==> config.mk <==
export PLATFORM = sky130hd
export DESIGN_NAME = vr_packet_arbiter
export DESIGN_NICKNAME = d
export VERILOG_FILES = /design/src/rtl/vr_packet_arbiter.sv
export SDC_FILE = /design/constraint.sdc
export NUM_CORES = 1
export LEC_CHECK = 0
export ABC_AREA = 1
export CAP_MARGIN = 20
export CORE_ASPECT_RATIO = 1.2
export CORE_MARGIN = 5
export CORE_UTILIZATION = 38
export DETAILED_ROUTE_END_ITERATION = 6
export PLACE_DENSITY = 0.86
export SLEW_MARGIN = 5
export SYNTH_ARGS = -nofsm -noshare
export SYNTH_HDL_FRONTEND = slang
export SYNTH_SLANG_ARGS = --single-unit
export TNS_END_PERCENT = 10
==> constraint.sdc <==
create_clock -name clk -period 2.5 [get_ports clk]
set_input_delay 0.25 -clock clk [delete_from_list [all_inputs] [get_ports clk]]
set_output_delay 0.25 -clock clk [all_outputs]
set_load 0.005 [all_outputs]
==> src/rtl/vr_packet_arbiter.sv <==
// vr_packet_arbiter: round-robin packet arbiter onto one registered valid/ready channel; define VR_PACKET_ARBITER_SVA_EN to compile embedded assertions
module vr_packet_arbiter #(
  parameter int NUM_REQ = 4,
  parameter int DATA_W = 32,
  localparam int ID_W = (NUM_REQ > 1) ? $clog2(NUM_REQ) : 1
) (
  input  logic                      clk,
  input  logic                      areset,
  input  logic [NUM_REQ-1:0]        req_valid,
  output logic [NUM_REQ-1:0]        req_ready,
  input  logic [NUM_REQ*DATA_W-1:0] req_data,
  input  logic [NUM_REQ-1:0]        req_last,
  output logic                      out_valid,
  input  logic                      out_ready,
  output logic [DATA_W-1:0]         out_data,
  output logic                      out_last,
  output logic [ID_W-1:0]           out_id,
  output logic                      busy
);
  typedef enum logic {IDLE, LOCK} state_t;
  state_t state;
  logic [ID_W-1:0] gnt, rr_ptr, pick, idx;
  logic load, accept;
  assign load = !out_valid || out_ready;
  assign accept = (state == LOCK) && req_valid[gnt] && load;
  assign busy = (state == LOCK);
  for (genvar i = 0; i < NUM_REQ; i++) begin : g_ready
    assign req_ready[i] = busy && (gnt == ID_W'(i)) && load;
  end
  // nearest valid requester after rr_ptr; scanning farthest-first lets the closest one win
  always_comb begin
    pick = rr_ptr;
    idx = '0;
    for (int k = NUM_REQ; k >= 1; k--) begin
      idx = ID_W'((int'(rr_ptr) + k) % NUM_REQ);
      pick = req_valid[idx] ? idx : pick;
    end
  end
  // grant FSM and output register; the output only loads when empty or being drained
  always_ff @(posedge clk or posedge areset) begin
    if (areset) begin
      state <= IDLE;
      gnt <= '0;
      rr_ptr <= ID_W'(NUM_REQ - 1);
      out_valid <= 1'b0;
      out_data <= '0;
      out_last <= 1'b0;
      out_id <= '0;
    end else begin
      if (accept) begin
        out_valid <= 1'b1;
        out_data <= req_data[gnt*DATA_W +: DATA_W];
        out_last <= req_last[gnt];
        out_id <= gnt;
      end else if (out_ready) begin
        out_valid <= 1'b0;
      end
      if (state == IDLE) begin
        if (|req_valid) begin
          gnt <= pick;
          state <= LOCK;
        end
      end else if (accept && req_last[gnt]) begin
        state <= IDLE;
        rr_ptr <= gnt;
      end
    end
  end
`ifdef VR_PACKET_ARBITER_SVA_EN
  a_stable: assert property (@(posedge clk) disable iff (areset)
    (out_valid && !out_ready) |=> ($stable(out_data) && $stable(out_last) && $stable(out_id) && out_valid))
    else $error("output changed while stalled");
  a_onehot: assert property (@(posedge clk) disable iff (areset) $onehot0(req_ready))
    else $error("req_ready not onehot0");
  a_busy: assert property (@(posedge clk) disable iff (areset) (req_ready != '0) |-> busy)
    else $error("req_ready without busy");
  a_gnt: assert property (@(posedge clk) disable iff (areset) (req_ready & ~(NUM_REQ'(1) << gnt)) == '0)
    else $error("req_ready outside grant");
`endif
endmodule

[Word-level counts from Yosys, hierarchy flattened]
Cells that the tools add are included.
Word-level totals
  register bits after elaboration: 41
  latch bits: 0
  bits in writable memories: 0
  memory bits (read-only): 0
  input port bits: 139
  output and inout bits: 41
  word-level logic and storage cells: 60
  memories kept: 0
Cells by class
  add/sub/neg operators: 4
  multipliers: 0
  divide/modulo/power cells: 0
  order comparisons: 5
  eq/ne operators: 3
  shifts and indexed selects: 1
  mux-type cells: 21
  bitwise operators: 1
  reduce and logical (&&, ||, !) cells: 18
Operators by type and width (number)
  128-bit by 8-bit variable part select with 32-bit output: 1
  2-bit by 3-bit < comparator with 1-bit output, second input constant: 5
  1-bit binary-select mux with 2-bit select: 6
  1-bit logical AND: 11
  1-bit 2-to-1 mux: 11
  2-bit 2-to-1 mux: 4
  2-bit by 1-bit adder with 2-bit output, second input constant: 2
  2-bit adder, second input constant: 2
  2-bit equality test, second input constant: 2
  2-bit AND reduction: 2
  4-bit OR reduction: 1
  2-bit by 1-bit equality test with 1-bit output, second input constant: 1
  2-bit zero test: 1
  2-bit nonzero test: 1
  1-bit zero test: 1
  1-bit logical OR: 1
  1-bit inverter: 1

[Depth between registers and ports, before layout]
Gate-level depths: netlist of the first run.
  depth after elaboration: 7
  gate-level depth with buffers: 11
  depth with buffers taken out: 10

[Worst setup path after synthesis of the first run]
No wires, ideal clock.
  path type: reg-to-reg
  start point: register rr_ptr[0]
  end point: register gnt[0]
  setup time: 0.117 ns
  data arrival time: 1.245 ns
  slack: 1.137 ns
  stages on the path, launching flop included: 11
  buffers on the path: 1
  clock period less this slack: 1.363 ns
  path through: dfstp_2 > buf_2 > inv_1 > nand2_1 > nand2_1 > nand2_1 > nand2_1 > nand2_1 > nand3_1 > nand3_1 > nand2_1
Between the ends
  cells in the longest elaborated chain, start to end: 7
  elaborated cells between the ends (all ways): 16
  those cells by class: add/sub (4); mux (12)
Ends and longest elaborated chain
  from (decl): line 22  | logic [ID_W-1:0] gnt, rr_ptr, pick, idx;
  from (signal assigned): line 44  | rr_ptr <= ID_W'(NUM_REQ - 1);
  from (signal assigned): line 65  | rr_ptr <= gnt;
  2-bit by 1-bit adder with 2-bit output: line 35  | idx = ID_W'((int'(rr_ptr) + k) % NUM_REQ);
  1-bit binary-select mux with 2-bit select: line 36  | pick = req_valid[idx] ? idx : pick;
  1-bit 2-to-1 mux (not written as such): line 36
  2-bit 2-to-1 mux (3 in series): line 36
  2-bit 2-to-1 mux (*): line 36
  to (signal assigned): line 60  | gnt <= pick;
  to (decl): line 22
Every way passes the cells marked *; elsewhere a longest branch is shown, timed or not. The select of a mux whose other input is x is not followed.
A chain may end at the register's enable or synchronous reset.

[Worst setup path in the final report of the first run]
  start point: input port out_ready
  end point: output port req_ready[2]
Between the ends
  cells in the longest elaborated chain, start to end: 2
Ends and longest elaborated chain
  from (decl): line 14  | input logic out_ready,
  1-bit logical OR: line 24  | assign load = !out_valid || out_ready;
  1-bit logical AND: line 28  | assign req_ready[i] = busy && (gnt == ID_W'(i)) && load;
  to (decl): line 10  | output logic [NUM_REQ-1:0] req_ready,
No other way between the ends.

==> reports/results.ini, run 1 <==
[run_status]
outcome = finished clean

[timing]
setup_slack_ps = 333
slew_violations = 0
period_share = 0.867
rsz0062_at_grt = no
worst_pin_slew_ps = 861
period_needed_ps = 2170
skew_ps = 9.67
fmax_ghz = 0.462
setup_viol = 0
hold_viol_final = 0
slew_headroom = 0.425
whs_ps = 469
setup_tns_ps = 0

[cts]
cts_setup_buffers = 0
clock-sinks = 41
cts_buffers = 5
clock_tree.root_cell = clkbuf_8
cts_tree = yes
clk_pin_slew_ps = 80
post_cts_resize_count = 0
ctsHoldBuffers = 0
clk_latency_ps = 290
h-tree-depth = 2
cts_buffer_depth = 2

[critical_path]
rrSetupSlack_ps = 520
cp.required_ps = 2250
crit_path_start = out_ready
cp_data_arrival_time_ps = 1920
critPathLaunchType = input port
rr_worst_depth = 7
critPathMaxFanout = 4
r2r-end = out_data[9]
crit_path_end_kind = primary output
timing.rr.start = gnt[0]
crit_path_end = req_ready[2]
critical_path_class = in -> out

[floorplan]
pin_count = 180
initial_core_util = 0.385
core_mm2 = 0.00673
die_width_um = 85.4
die_area_mm2 = 0.00858
dieHeight_um = 100
core.rowCount = 33

[route]
drtIter0Drc = 114
antenna_left = 0
drt-pass1-iter-count = 4
num_vias = 2979
wl_per_cell_um = 15.3
routed_wl_um = 9170
viasPerCell = 4.97
drc = 0

[power_and_ir_drop]
p_leak_uw = 0.00197
powerDensity_mw_per_mm2 = 1050
max-vdd-ir-drop_uv = 937

[final_layout]
final_util = 0.661
final_layout_size_suffix_gt1_frac = 0.0879
num-nets-final = 650
area_growth_pct = 71.6
insertedDiodeCount = 0

[min_path]
min_path_type = in -> async

[synth]
yosysUniqueCellTypes = 23
synth_top_area_frac = 0.376
ys_seq_area_frac = 0.397
synthTopCellsByArea = dfrtp_1 (38%), nand2_1 (20%), a22oi_1 (9.6%)
yosys.area_share.simple = 0.247
synthCells = 343
synth_top_cell_by_area = dfrtp_1
synth_top_family_by_area = compound AO/OA/AOI/OAI gates
ys_ff_latch = 41
synth_warnings = 0
synth-compound-area-share = 0.272
synth_area_mm2 = 0.00259
syn_area_per_cell_um2 = 7.56
synth_nets = 482
synth_xor_area_frac = 0
synthMuxAreaShare = 0
synth_fa_ha_area_frac = 0

[global_route]
antenna_found_initial = 0
grt_pass1_vias = 2902
grt_overflow = 0
grt_pass1_wl_um = 13800
grt_max_degree = 71
track_usage = 0.202

[flow_run]
maxCapViolations = 0

[placed_design]
gp_congestion = 0.816
dp_worst_setup_slack_ps = 363
place_hpwl_um = 6960
port_buffers = 179

==> routing by layer <==
layer  global-route usage  vias to the layer above  wire length (um)
met5                    0                        -                 0
met4               0.0755                        0               250
met3               0.0736                       19               833
met2                0.376                      125              4770
met1                0.205                     1341              3320
li1                     -                     1494                 -
==> cells in the mapped netlist <==
| library cell | instances |
|---|---|
| nand3_1 | 8 |
| buf_6 | 7 |
| o21ai_1 | 16 |
| nand2_2 | 2 |
| o21ai_2 | 21 |
| nand2_1 | 135 |
| nor3_1 | 3 |
| o21ai_0 | 2 |
| nor2_4 | 3 |
| a22oi_1 | 33 |
| clkbuf_1 | 2 |
| nand2_4 | 1 |
| a22oi_2 | 1 |
| nor2_1 | 4 |
| inv_2 | 2 |
| buf_4 | 2 |
| buf_2 | 11 |
| dfrtp_1 | 39 |
| a21oi_1 | 34 |
| inv_4 | 1 |
| nand4_1 | 1 |
| dfstp_2 | 2 |
| inv_1 | 13 |
==> through the flow <==
stage,power [uW],std cells,cell area [um2]
final,4660,599,4450
after global routing,5080,599,4450
after CTS,4710,599,4450
after detailed placement,4290,591,4370
after global placement,4190,591,4370
after floorplan,3190,343,2590
==> where the power goes <==
group	total (uW)	switching, uW	internal [uW]
clock	413	219	194
sequential	1220	229	995
combinational	3020	1630	1400
==> worst min-delay path by stage <==
| stage | from | end | slack, ps | depth (start not counted) |
|---|---|---|---|---|
| after floorplan | out_ready | out_valid | 340 | 1 |
| after global placement | out_last | out_last | 460 | 2 |
| after detailed placement | out_data[29] | out_data[29] | 470 | 2 |
| after CTS | areset | out_data[0] | 490 | 2 |
| after global routing | out_data[23] | out_data[23] | 520 | 2 |
| final | areset | out_data[0] | 470 | 2 |
==> registers in the layout, summed over array words and instances, names as in the netlist <==
| register | flops |
|---|---|
| out_data | 32 |
| out_valid | 1 |
| out_last | 1 |
| busy | 1 |
| out_id | 2 |
| rr_ptr | 2 |
| gnt | 2 |
==> layout make-up <==
type,instances,area (um2)
fill,592,2280
timing repair buffer,183,1820
multi-input combinational,264,1350
sequential,41,1030
tap,87,109
clock buffer,6,72.6
inverter,16,62.6
clock inverter,2,10.0
==> worst max-delay path, cell delays in order <==
cell and delay [ps]:
clkdlybuf4s50_1 490, nor2_1 50, nor2_1 250, inv_1 140, nor3_1 180, clkdlybuf4s50_1 550
==> cells in the final DEF (no fill, tap or decap) <==
cell type	instances
buf_4	4
inv_4	1
nor2_1	4
a21oi_1	34
nand4_1	1
o21ai_0	2
inv_2	3
inv_1	12
a22oi_1	33
clkbuf_8	5
nand3_1	8
nand2_1	135
dfrtp_1	39
clkinv_2	2
o21ai_2	21
nor3_1	3
nand2_4	1
nor2_4	3
clkbuf_1	1
dfstp_2	2
a22oi_2	1
o21ai_1	16
clkdlybuf4s50_1	179
nand2_2	2
==> cells by family (layout without fill, tap and decap cells) <==
| family | count (synthesis) | after routing |
|---|---|---|
| AO/OA/AOI/OAI | 107 | 107 |
| buffers and inverters | 38 | 207 |
| flip-flops | 41 | 41 |
| AND/OR/NAND/NOR | 157 | 157 |
Note: power is estimated with default switching activity, not from simulation.
==> run 2, diff against run 1 <==
--- a/config.mk
+++ b/config.mk
@@ -11,7 +11,7 @@
 export CORE_MARGIN = 5
 export CORE_UTILIZATION = 38
 export DETAILED_ROUTE_END_ITERATION = 6
-export PLACE_DENSITY = 0.86
+export DONT_BUFFER_PORTS = 1
 export SLEW_MARGIN = 5
 export SYNTH_ARGS = -nofsm -noshare
 export SYNTH_HDL_FRONTEND = slang
==> run 2 against run 1 <==
Effect of this change:
- non-clock buffer count shrank 177
- register-to-register slack gained 140 ps
- global-route usage shrank 2.2 points
- combinational power shrank 28%
- critical path type is now reg -> reg
- largest power group unchanged
- highest routed layer unchanged
==> reports/results.ini, run 2 (synthesis results as in run 1) <==
[timing]
whs_ps = 13.9
skew_ps = 3.92
slew_violations = 0
setup_tns_ps = 0
worst_pin_slew_ps = 853
slew_headroom = 0.430
rsz0062_at_grt = no
fmax_ghz = 0.544
setup_viol = 0
period_needed_ps = 1840
period_share = 0.735
hold_viol_final = 0

[final_layout]
final_cell_mix = nand2_1 (135), dfrtp_1 (39), a21oi_1 (34)
num-nets-final = 473
insertedDiodeCount = 0
seqCellArea_mm2 = 0.00103
largest_register_ffs = 32
final_layout_size_suffix_gt1_frac = 0.140
final_common_cell = nand2_1
multi_input_area_mm2 = 0.00135
area_growth_pct = 4.87
top_register = out_data
instances_no_fill = 422
final_util = 0.404
n_fill_cell = 698

[run_status]
outcome = finished clean

[global_route]
grt_pass1_vias = 2333
met2_usage = 0.324
globalRouteMet3Util = 0.0597
grt_overflow = 0
antenna_found_initial = 0
grt_pass1_wl_um = 12200
grt-busiest-layer = met2
grt_use_met1 = 0.204
grt_max_degree = 42
track_usage = 0.181

[placed_design]
place_hpwl_um = 6040
dp.cells = 414
port_buffers = 0
gp_congestion = 0.713

[route]
drtIter0Drc = 71
drc = 0
viasPerCell = 5.51
drt-pass1-iter-count = 4
wl_per_cell_um = 18.6
antenna_left = 0
num_vias = 2324
routed_wl_um = 7870

[floorplan]
core.rowCount = 33
die_width_um = 85.4
dieHeight_um = 100
core_mm2 = 0.00673
pin_count = 180
initial_core_util = 0.385
die_area_mm2 = 0.00858

[flow_run]
maxCapViolations = 0

[cts]
h-tree-depth = 2
cts_tree = yes
clk_latency_ps = 290
clock-sinks = 41
clk_pin_slew_ps = 80
cts_setup_buffers = 0
cts_buffers = 5
ctsHoldBuffers = 0
post_cts_resize_count = 0
clock_tree.root_cell = clkbuf_8
cts_buffer_depth = 2

[min_path]
min_path_type = in -> async

[critical_path]
cp.required_ps = 2650
crit_path_end_kind = flip-flop
critPathLaunchType = flip-flop
cp_data_arrival_time_ps = 1990
critical_path_class = reg -> reg
critPathMaxFanout = 33

[power_and_ir_drop]
power_uw = 4050
max-vdd-ir-drop_uv = 578
p_leak_uw = 0.00130
powerDensity_mw_per_mm2 = 1490

run 2: critical path, stage by stage (launching register included):
cell and delay, ps:
dfrtp_1 560, inv_2 120, nor2_4 120, buf_4 350
nand2_1 90, nand4_1 100, nand3_1 190, nand2_1 110
nand2_1 60
run 2: stage by stage:
stage / instance area [um2] / setup slack [ps]
after CTS: 2720 / 647
after global routing: 2720 / 523
after detailed placement: 2600 / 658
after floorplan: 2590 / 1140
after global placement: 2600 / 737
final: 2720 / 663
run 2: final timing paths:
check / slack, ps / endpoint / depth (start not counted) / start
max: 660 / busy / 8 / gnt[1]
min: 10 / out_data[21] / 1 / areset
max reg2reg: 660 / busy / 8 / gnt[1]
min reg2reg: 520 / out_data[29] / 2 / out_data[29]
max in group asynchronous: 1950 / out_data[11] / 1 / areset
min in group clk: 40 / out_valid / 1 / out_ready
run 2: metal layers:
layer | share of wire | wire length (um)
met3 | 0.086 | 676
met5 | 0 | 0
met2 | 0.53 | 4130
met1 | 0.38 | 2980
met4 | 0.0099 | 78
run 2: final cells by class:
cell class | instances | area share
sequential | 41 | 0.378
multi-input combinational | 264 | 0.495
tap | 87 | 0.0400
timing repair buffer | 6 | 0.0212
clock inverter | 1 | 0.0110
clock buffer | 7 | 0.0318
inverter | 16 | 0.0230
run 2: power breakdown:
part           total [uW]  internal, uW  switching [uW]  leakage [uW]
Combinational        2170           784            1390      0.000739
Clock                 550           326             224     0.0000585
Sequential           1330           996             336      0.000507
Total                4050          2110            1950       0.00130
